**src/rtl/cdb_arbiter.sv**
```systemverilog
// -----------------------------------------------------------------------------
// cdb_arbiter
//
// Shares the common data bus between two ALUs completing Tomasulo
// instructions. Each ALU hands one result to its own slot through a
// valid/ready handshake. A round-robin arbiter picks one FULL slot per cycle
// and drives a registered CDB word.
//
// Handshake: a transfer happens on the rising clock edge where
// fuN_valid & fuN_ready are both 1. fuN_ready depends only on registered
// state (slot EMPTY, or slot granted this cycle), never on fuN_valid. The
// producer holds its payload stable while valid is high and ready is low.
//
// Ports:
//   clock            single clock, all state updates on posedge
//   reset            asynchronous, active-low, clears all state
//   flush            synchronous, drops both slots and the pending CDB word
//   fuN_valid/ready  per-ALU result handshake (N = 0, 1)
//   fuN_dest         one-hot destination register {R0,R1,R2}, R0 = MSB
//   fuN_tag          reservation-station position tag
//   fuN_data         result value
//   cdb              {dest, tag, unit_id, data}, zero when not broadcasting
//   cdb_valid        cdb carries a broadcast this cycle
//   bcast_count      broadcasts since reset, wraps
//   dbg_slot_state_o {slot1, slot0} state, 1 = FULL
// -----------------------------------------------------------------------------
module cdb_arbiter #(
   parameter  int DATA_W   = 10,
   parameter  int TAG_W    = 2,
   parameter  int NUM_REGS = 3,
   parameter  int CNT_W    = 8,
   localparam int CDB_W    = NUM_REGS + TAG_W + 1 + DATA_W
) (
   input  logic                clock,
   input  logic                reset,
   input  logic                flush,
   input  logic                fu0_valid,
   output logic                fu0_ready,
   input  logic [NUM_REGS-1:0] fu0_dest,
   input  logic [TAG_W-1:0]    fu0_tag,
   input  logic [DATA_W-1:0]   fu0_data,
   input  logic                fu1_valid,
   output logic                fu1_ready,
   input  logic [NUM_REGS-1:0] fu1_dest,
   input  logic [TAG_W-1:0]    fu1_tag,
   input  logic [DATA_W-1:0]   fu1_data,
   output logic [CDB_W-1:0]    cdb,
   output logic                cdb_valid,
   output logic [CNT_W-1:0]    bcast_count,
   output logic [1:0]          dbg_slot_state_o
);

   localparam int SLOT_W = NUM_REGS + TAG_W + DATA_W;

   typedef enum logic {
      SLOT_EMPTY = 1'b0,
      SLOT_FULL  = 1'b1
   } slot_state_e;

   slot_state_e       slot0_q, slot0_d;
   slot_state_e       slot1_q, slot1_d;
   logic [SLOT_W-1:0] slot0_pl_q, slot0_pl_d;
   logic [SLOT_W-1:0] slot1_pl_q, slot1_pl_d;
   logic              last_grant_q, last_grant_d;
   logic [CDB_W-1:0]  cdb_q, cdb_d;
   logic              cdb_valid_q, cdb_valid_d;
   logic [CNT_W-1:0]  bcast_count_q, bcast_count_d;

   logic              grant0, grant1;
   logic              cap0, cap1;

   // Arbitration uses registered slot state only. On a tie the unit that
   // did not win last time is granted.
   assign grant0 = (slot0_q == SLOT_FULL) &&
                   ((slot1_q != SLOT_FULL) || last_grant_q);
   assign grant1 = (slot1_q == SLOT_FULL) &&
                   ((slot0_q != SLOT_FULL) || !last_grant_q);

   // A granted slot empties on this edge, so it can take a new result at once.
   assign fu0_ready = (slot0_q == SLOT_EMPTY) || grant0;
   assign fu1_ready = (slot1_q == SLOT_EMPTY) || grant1;

   assign cap0 = fu0_valid && fu0_ready;
   assign cap1 = fu1_valid && fu1_ready;

   always_comb begin
      slot0_d       = slot0_q;
      slot1_d       = slot1_q;
      slot0_pl_d    = slot0_pl_q;
      slot1_pl_d    = slot1_pl_q;
      last_grant_d  = last_grant_q;
      cdb_d         = '0;
      cdb_valid_d   = 1'b0;
      bcast_count_d = bcast_count_q;

      if (flush) begin
         // Flush wins over capture and grant; arbitration history and the
         // broadcast count are kept.
         slot0_d = SLOT_EMPTY;
         slot1_d = SLOT_EMPTY;
      end else begin
         if (grant0) slot0_d = SLOT_EMPTY;
         if (cap0) begin
            slot0_d    = SLOT_FULL;
            slot0_pl_d = {fu0_dest, fu0_tag, fu0_data};
         end
         if (grant1) slot1_d = SLOT_EMPTY;
         if (cap1) begin
            slot1_d    = SLOT_FULL;
            slot1_pl_d = {fu1_dest, fu1_tag, fu1_data};
         end

         // Unit id is inserted between the tag and the data fields.
         if (grant0) begin
            cdb_d         = {slot0_pl_q[SLOT_W-1:DATA_W], 1'b0, slot0_pl_q[DATA_W-1:0]};
            cdb_valid_d   = 1'b1;
            last_grant_d  = 1'b0;
            bcast_count_d = bcast_count_q + CNT_W'(1);
         end else if (grant1) begin
            cdb_d         = {slot1_pl_q[SLOT_W-1:DATA_W], 1'b1, slot1_pl_q[DATA_W-1:0]};
            cdb_valid_d   = 1'b1;
            last_grant_d  = 1'b1;
            bcast_count_d = bcast_count_q + CNT_W'(1);
         end
      end
   end

   always_ff @(posedge clock or negedge reset) begin
      if (!reset) begin
         slot0_q       <= SLOT_EMPTY;
         slot1_q       <= SLOT_EMPTY;
         slot0_pl_q    <= '0;
         slot1_pl_q    <= '0;
         last_grant_q  <= 1'b1;     // ALU0 wins the first tie
         cdb_q         <= '0;
         cdb_valid_q   <= 1'b0;
         bcast_count_q <= '0;
      end else begin
         slot0_q       <= slot0_d;
         slot1_q       <= slot1_d;
         slot0_pl_q    <= slot0_pl_d;
         slot1_pl_q    <= slot1_pl_d;
         last_grant_q  <= last_grant_d;
         cdb_q         <= cdb_d;
         cdb_valid_q   <= cdb_valid_d;
         bcast_count_q <= bcast_count_d;
      end
   end

   assign cdb              = cdb_q;
   assign cdb_valid        = cdb_valid_q;
   assign bcast_count      = bcast_count_q;
   assign dbg_slot_state_o = {slot1_q == SLOT_FULL, slot0_q == SLOT_FULL};

endmodule

```
**config.mk**
```make
export PLATFORM = sky130hd
export DESIGN_NAME = cdb_arbiter
export DESIGN_NICKNAME = d
export VERILOG_FILES = /design/src/rtl/cdb_arbiter.sv
export SDC_FILE = /design/constraint.sdc
export NUM_CORES = 1
export LEC_CHECK = 0
export BUFFER_PORTS_ARGS = -buffer_cell sky130_fd_sc_hd__buf_2
export CORE_MARGIN = 5
export CORE_UTILIZATION = 35
export CTS_BUF_LIST = sky130_fd_sc_hd__clkbuf_4
export CTS_CLUSTER_DIAMETER = 30
export DETAILED_ROUTE_END_ITERATION = 7
export PLACE_DENSITY = 0.69
export SYNTH_ARGS = -nofsm -noshare
export SYNTH_HDL_FRONTEND = slang
export SYNTH_SLANG_ARGS = --single-unit
```
**constraint.sdc**
```tcl
create_clock -name clock -period 3.25 [get_ports clock]
set_input_delay 0.1625 -clock clock [delete_from_list [all_inputs] [get_ports clock]]
set_output_delay 0.1625 -clock clock [all_outputs]
set_load 0.02 [all_outputs]
```
==> run summary <==
The flow ran to the end, and the final reports show no timing, DRC or antenna violations. The synthesized area per cell was 15.2 um2. The worst path uses 50.5% of the clock period. The number of antenna diodes in the final layout is 0. Most frequent standard cell in the layout excluding fill and tap cells: sky130_fd_sc_hd__buf_2. The floorplan step defined a core boundary enclosing 6240 um2. The logs give 58 for the clock sink count and 609 MHz for the peak clock frequency supported by timing. The end of the worst register-to-register path is slot0_pl_q[10]$_DFFE_PN0P_. Per report_power, the sequential group accounts for 55.6% of the total. The y dimension of the die was 89.5 um.

Signal routing reaches up to met4. The initial antenna violation count was 0; the count of nets left with antenna violations after detail routing was 0. The internal power of the cells totals 1.15 mW. Post-route minimum period: 1.64 ns. After legalization and detailed placement, the total HPWL measured 3130 um. The critical path is of the flop to flop type.

The number of synthesis warnings was 0. Global routing used 13.4% of the available tracks across all layers. Max-cap violations in this run came to 0. STA puts the critical path data required time at 3.52 ns. The average vias per placed instance was 4.62; the final count of pins violating max slew was 0.

After synthesis the netlist holds a flip-flop and latch count of 58. After clock tree synthesis, the clock-pin slew on the worst setup and hold paths is 0.09 ns. The tools report the number of top-level pins as 64. The clock network fraction of total power is 24.4%, and the part of the Yosys area used for sequential elements is 65.7%.

The tools report the count of standard-cell rows as 29. For the worst flop-to-flop path, the logic depth is 3. The detail-routed net length per standard cell is 14.3 um. Between clock sinks in the finished design, the worst skew comes to 0.0152 ns.

The clock network latency to the later pin of the worst-skew pair is 0.39 ns. The mapped netlist covers 2210 um2. The longest clock path from root to sink contains 2 buffers.

The run gives 5 as the total iterations of the first detailed-routing run. For the final cell count without fillers, the log shows 331. The net count of the finished layout was 285. The register-to-register setup slack came out at 1.61 ns. The post-synthesis net count was 181; the DRC marker count from the first detailed-route iteration was 40. The slew at the pin closest to its max-slew limit was 0.724 ns; the worst-case headroom to the max-slew limit was 51.7%. The number of I/O port buffers came out at 63. TritonCTS built the clock tree.

After clock tree synthesis, the repair step resized 0 gates. In this run, placement finished with an instance count of 281. In this run the power spent charging and discharging nets is 0.493 mW. Combinational cells account for 19.9% of the total power. The tools report the cell count after synthesis as 145. STA classifies the critical path startpoint as a flop. Of the total power, the share spent switching nets is 30.0%.

Detailed routing placed a total of 2350 um of wire on met2. Once layout is done, the placed cells without fillers occupy 3030 um2. At the end of routability-driven placement, the weighted congestion stood at 0.756.

Data on the critical path arrives at its endpoint at 1.91 ns. The layout cell share with drive strength beyond 1 is 44.1%. The die is 89.5 um wide. The detailed router put a total of 2020 um of wire on met1. For this design the static power due to leakage is 1.50 nW. Entering global routing, the biggest net connects 34 pins. Setup repair after global routing left no endpoint under its margin.

In this run the worst hold path is classified as input port to async pin. The first global-routing pass estimated 7760 um of wire. The die covers 8010 um2. The layout filler cell count is 562, and the number of global-route vias before repair is 1588. For the final hold violation count, the log shows 0.

For this design the ratio of total power to cell area is 542 nW/um2. The total CTS buffers is 9. For the final routed database, the setup TNS stands at 0 ns. Leaving out fill and tap cells, the most frequent cells in the layout are sky130_fd_sc_hd__buf_2, sky130_fd_sc_hd__dfrtp_1, sky130_fd_sc_hd__dlygate4sd3_1, sky130_fd_sc_hd__mux2_2, sky130_fd_sc_hd__a22o_1.

The CTS root buffer is sky130_fd_sc_hd__clkbuf_4. The worst-path maximum fanout was 15. Relative to the synthesized area, the layout overhead comes to 37.0%. The startpoint identified for the worst register-to-register timing path is last_grant_q$_DFFE_PN1P_. For the placed instance area, the log shows 2590 um2. The sequential cells in the finished layout cover a total of 1450 um2.

The H-tree was split into 3 levels. Across the VDD grid, the largest voltage drop is 311 uV. After detailed routing, the number of remaining DRC violations is 0. The count of endpoints failing setup in the final report was 0. Global routing finished with a remaining overflow of 0.

After detailed routing, the met3 layer carries 271 um of wire. For the total vias in the final route, the log shows 1528. Synthesis instantiated 23 different standard cells from the library. The area occupied by multi-input gates was 687 um2. For this block, the routed nets add up to 4740 um of wire.

Capturing element type of the critical path: a flop. The run gives 35.4% as the initial core utilization.
[Yosys cell counts]
master / n / share of area [%]
sky130_fd_sc_hd__dfstp_2: 1 / 1.2
sky130_fd_sc_hd__buf_2: 1 / 0.23
sky130_fd_sc_hd__and3_1: 1 / 0.28
sky130_fd_sc_hd__nand4_1: 5 / 1.4
sky130_fd_sc_hd__xnor2_1: 6 / 2.4
sky130_fd_sc_hd__o211a_1: 1 / 0.45
sky130_fd_sc_hd__ha_1: 1 / 0.57
sky130_fd_sc_hd__a211oi_2: 1 / 0.57
sky130_fd_sc_hd__clkbuf_8: 1 / 0.62
sky130_fd_sc_hd__mux2_2: 30 / 15
sky130_fd_sc_hd__nand2_1: 5 / 0.85
sky130_fd_sc_hd__a21o_2: 1 / 0.40
sky130_fd_sc_hd__dfrtp_1: 57 / 65
sky130_fd_sc_hd__nor4_1: 1 / 0.28
sky130_fd_sc_hd__a21oi_1: 2 / 0.45
sky130_fd_sc_hd__o21bai_1: 1 / 0.34
sky130_fd_sc_hd__buf_4: 4 / 1.4
sky130_fd_sc_hd__nand3_2: 2 / 0.91
sky130_fd_sc_hd__nand3b_1: 1 / 0.34
sky130_fd_sc_hd__nand3_1: 1 / 0.23
sky130_fd_sc_hd__a22o_1: 15 / 5.9
sky130_fd_sc_hd__xor2_1: 1 / 0.40
sky130_fd_sc_hd__inv_1: 6 / 1.0
[routing by layer]
layer	track usage, %	vias up
li1	-	727
met5	0	-
met1	16.1	752
met2	21.4	40
met3	3.50	9
met4	8.12	0
[power by group through the flow]
stage	Combinational [mW]	Clock (mW)	Sequential (mW)
finish	0.327	0.402	0.914
global route	0.362	0.454	0.929
CTS	0.333	0.427	0.914
detailed placement	0.301	0	0.929
global placement	0.293	0	0.925
floorplan	0.139	0	0.968
[worst max-delay path: stages, from the launching register on]
cell and delay (ns):
sky130_fd_sc_hd__dfstp_2 0.58, sky130_fd_sc_hd__nand3b_1 0.17, sky130_fd_sc_hd__nand3_2 0.37, sky130_fd_sc_hd__mux2_2 0.40
[kinds of logic after synthesis]
kind of cell / count (synthesis) / share of synthesized area [%]
AO/OA/AOI/OAI: 21 / 8.15
XOR/XNOR: 7 / 2.77
adder cells (fa/ha/maj): 1 / 0.566
buffers and inverters: 12 / 3.23
flip-flops: 58 / 65.7
multiplexers: 30 / 15.3
AND/OR/NAND/NOR: 16 / 4.30
[through the flow]
step	setup WS [ns]	total power [mW]	util, %	hold slack (ns)
2_1_floorplan	1.62	1.11	-	-0.133
3_3_place_gp	1.67	1.22	41.5	0.248
3_5_place_dp	1.59	1.23	41.5	0.260
4_1_cts	1.57	1.67	48.5	0.345
5_1_grt	1.46	1.75	48.5	0.410
6_report	1.61	1.64	48.5	0.356
[state kept, by name (all words and copies together), names as in the netlist]
name	flops
bcast_count	8
slot0_q	1
cdb	16
slot0_pl_q	15
slot1_pl_q	15
cdb_valid	1
last_grant_q	1
slot1_q	1
[cell type report]
cell class | count | area share, %
Timing Repair Buffer | 99 | 22.1
Clock inverter | 6 | 0.826
Tap cell | 77 | 3.18
Clock buffer | 10 | 2.48
Multi-Input combinational cell | 75 | 22.7
Inverter | 6 | 0.743
Sequential cell | 58 | 48.0
[what timing repair did]
item                       4_1_cts  5_1_grt
setup endpoints to repair        0        0
hold buffers                    34        0
hold endpoints to repair        64        0
buffers inserted                 0        0
[how the worst max path moves through the flow]
| stage | to | depth (start not counted) | startpoint | slack (ns) |
|---|---|---|---|---|
| floorplan | slot1_pl_q[0]$_DFFE_PN0P_ | 4 | last_grant_q$_DFFE_PN1P_ | 1.62 |
| global placement | cdb[1]$_DFF_PN0_ | 4 | slot1_q$_DFFE_PN0P_ | 1.67 |
| detailed placement | cdb[2]$_DFF_PN0_ | 4 | slot1_q$_DFFE_PN0P_ | 1.59 |
| CTS | cdb[2]$_DFF_PN0_ | 4 | slot1_q$_DFFE_PN0P_ | 1.57 |
| global route | cdb[7]$_DFF_PN0_ | 4 | slot1_q$_DFFE_PN0P_ | 1.46 |
| finish | slot0_pl_q[10]$_DFFE_PN0P_ | 3 | last_grant_q$_DFFE_PN1P_ | 1.61 |
Note: power is estimated with default switching activity, not from simulation.
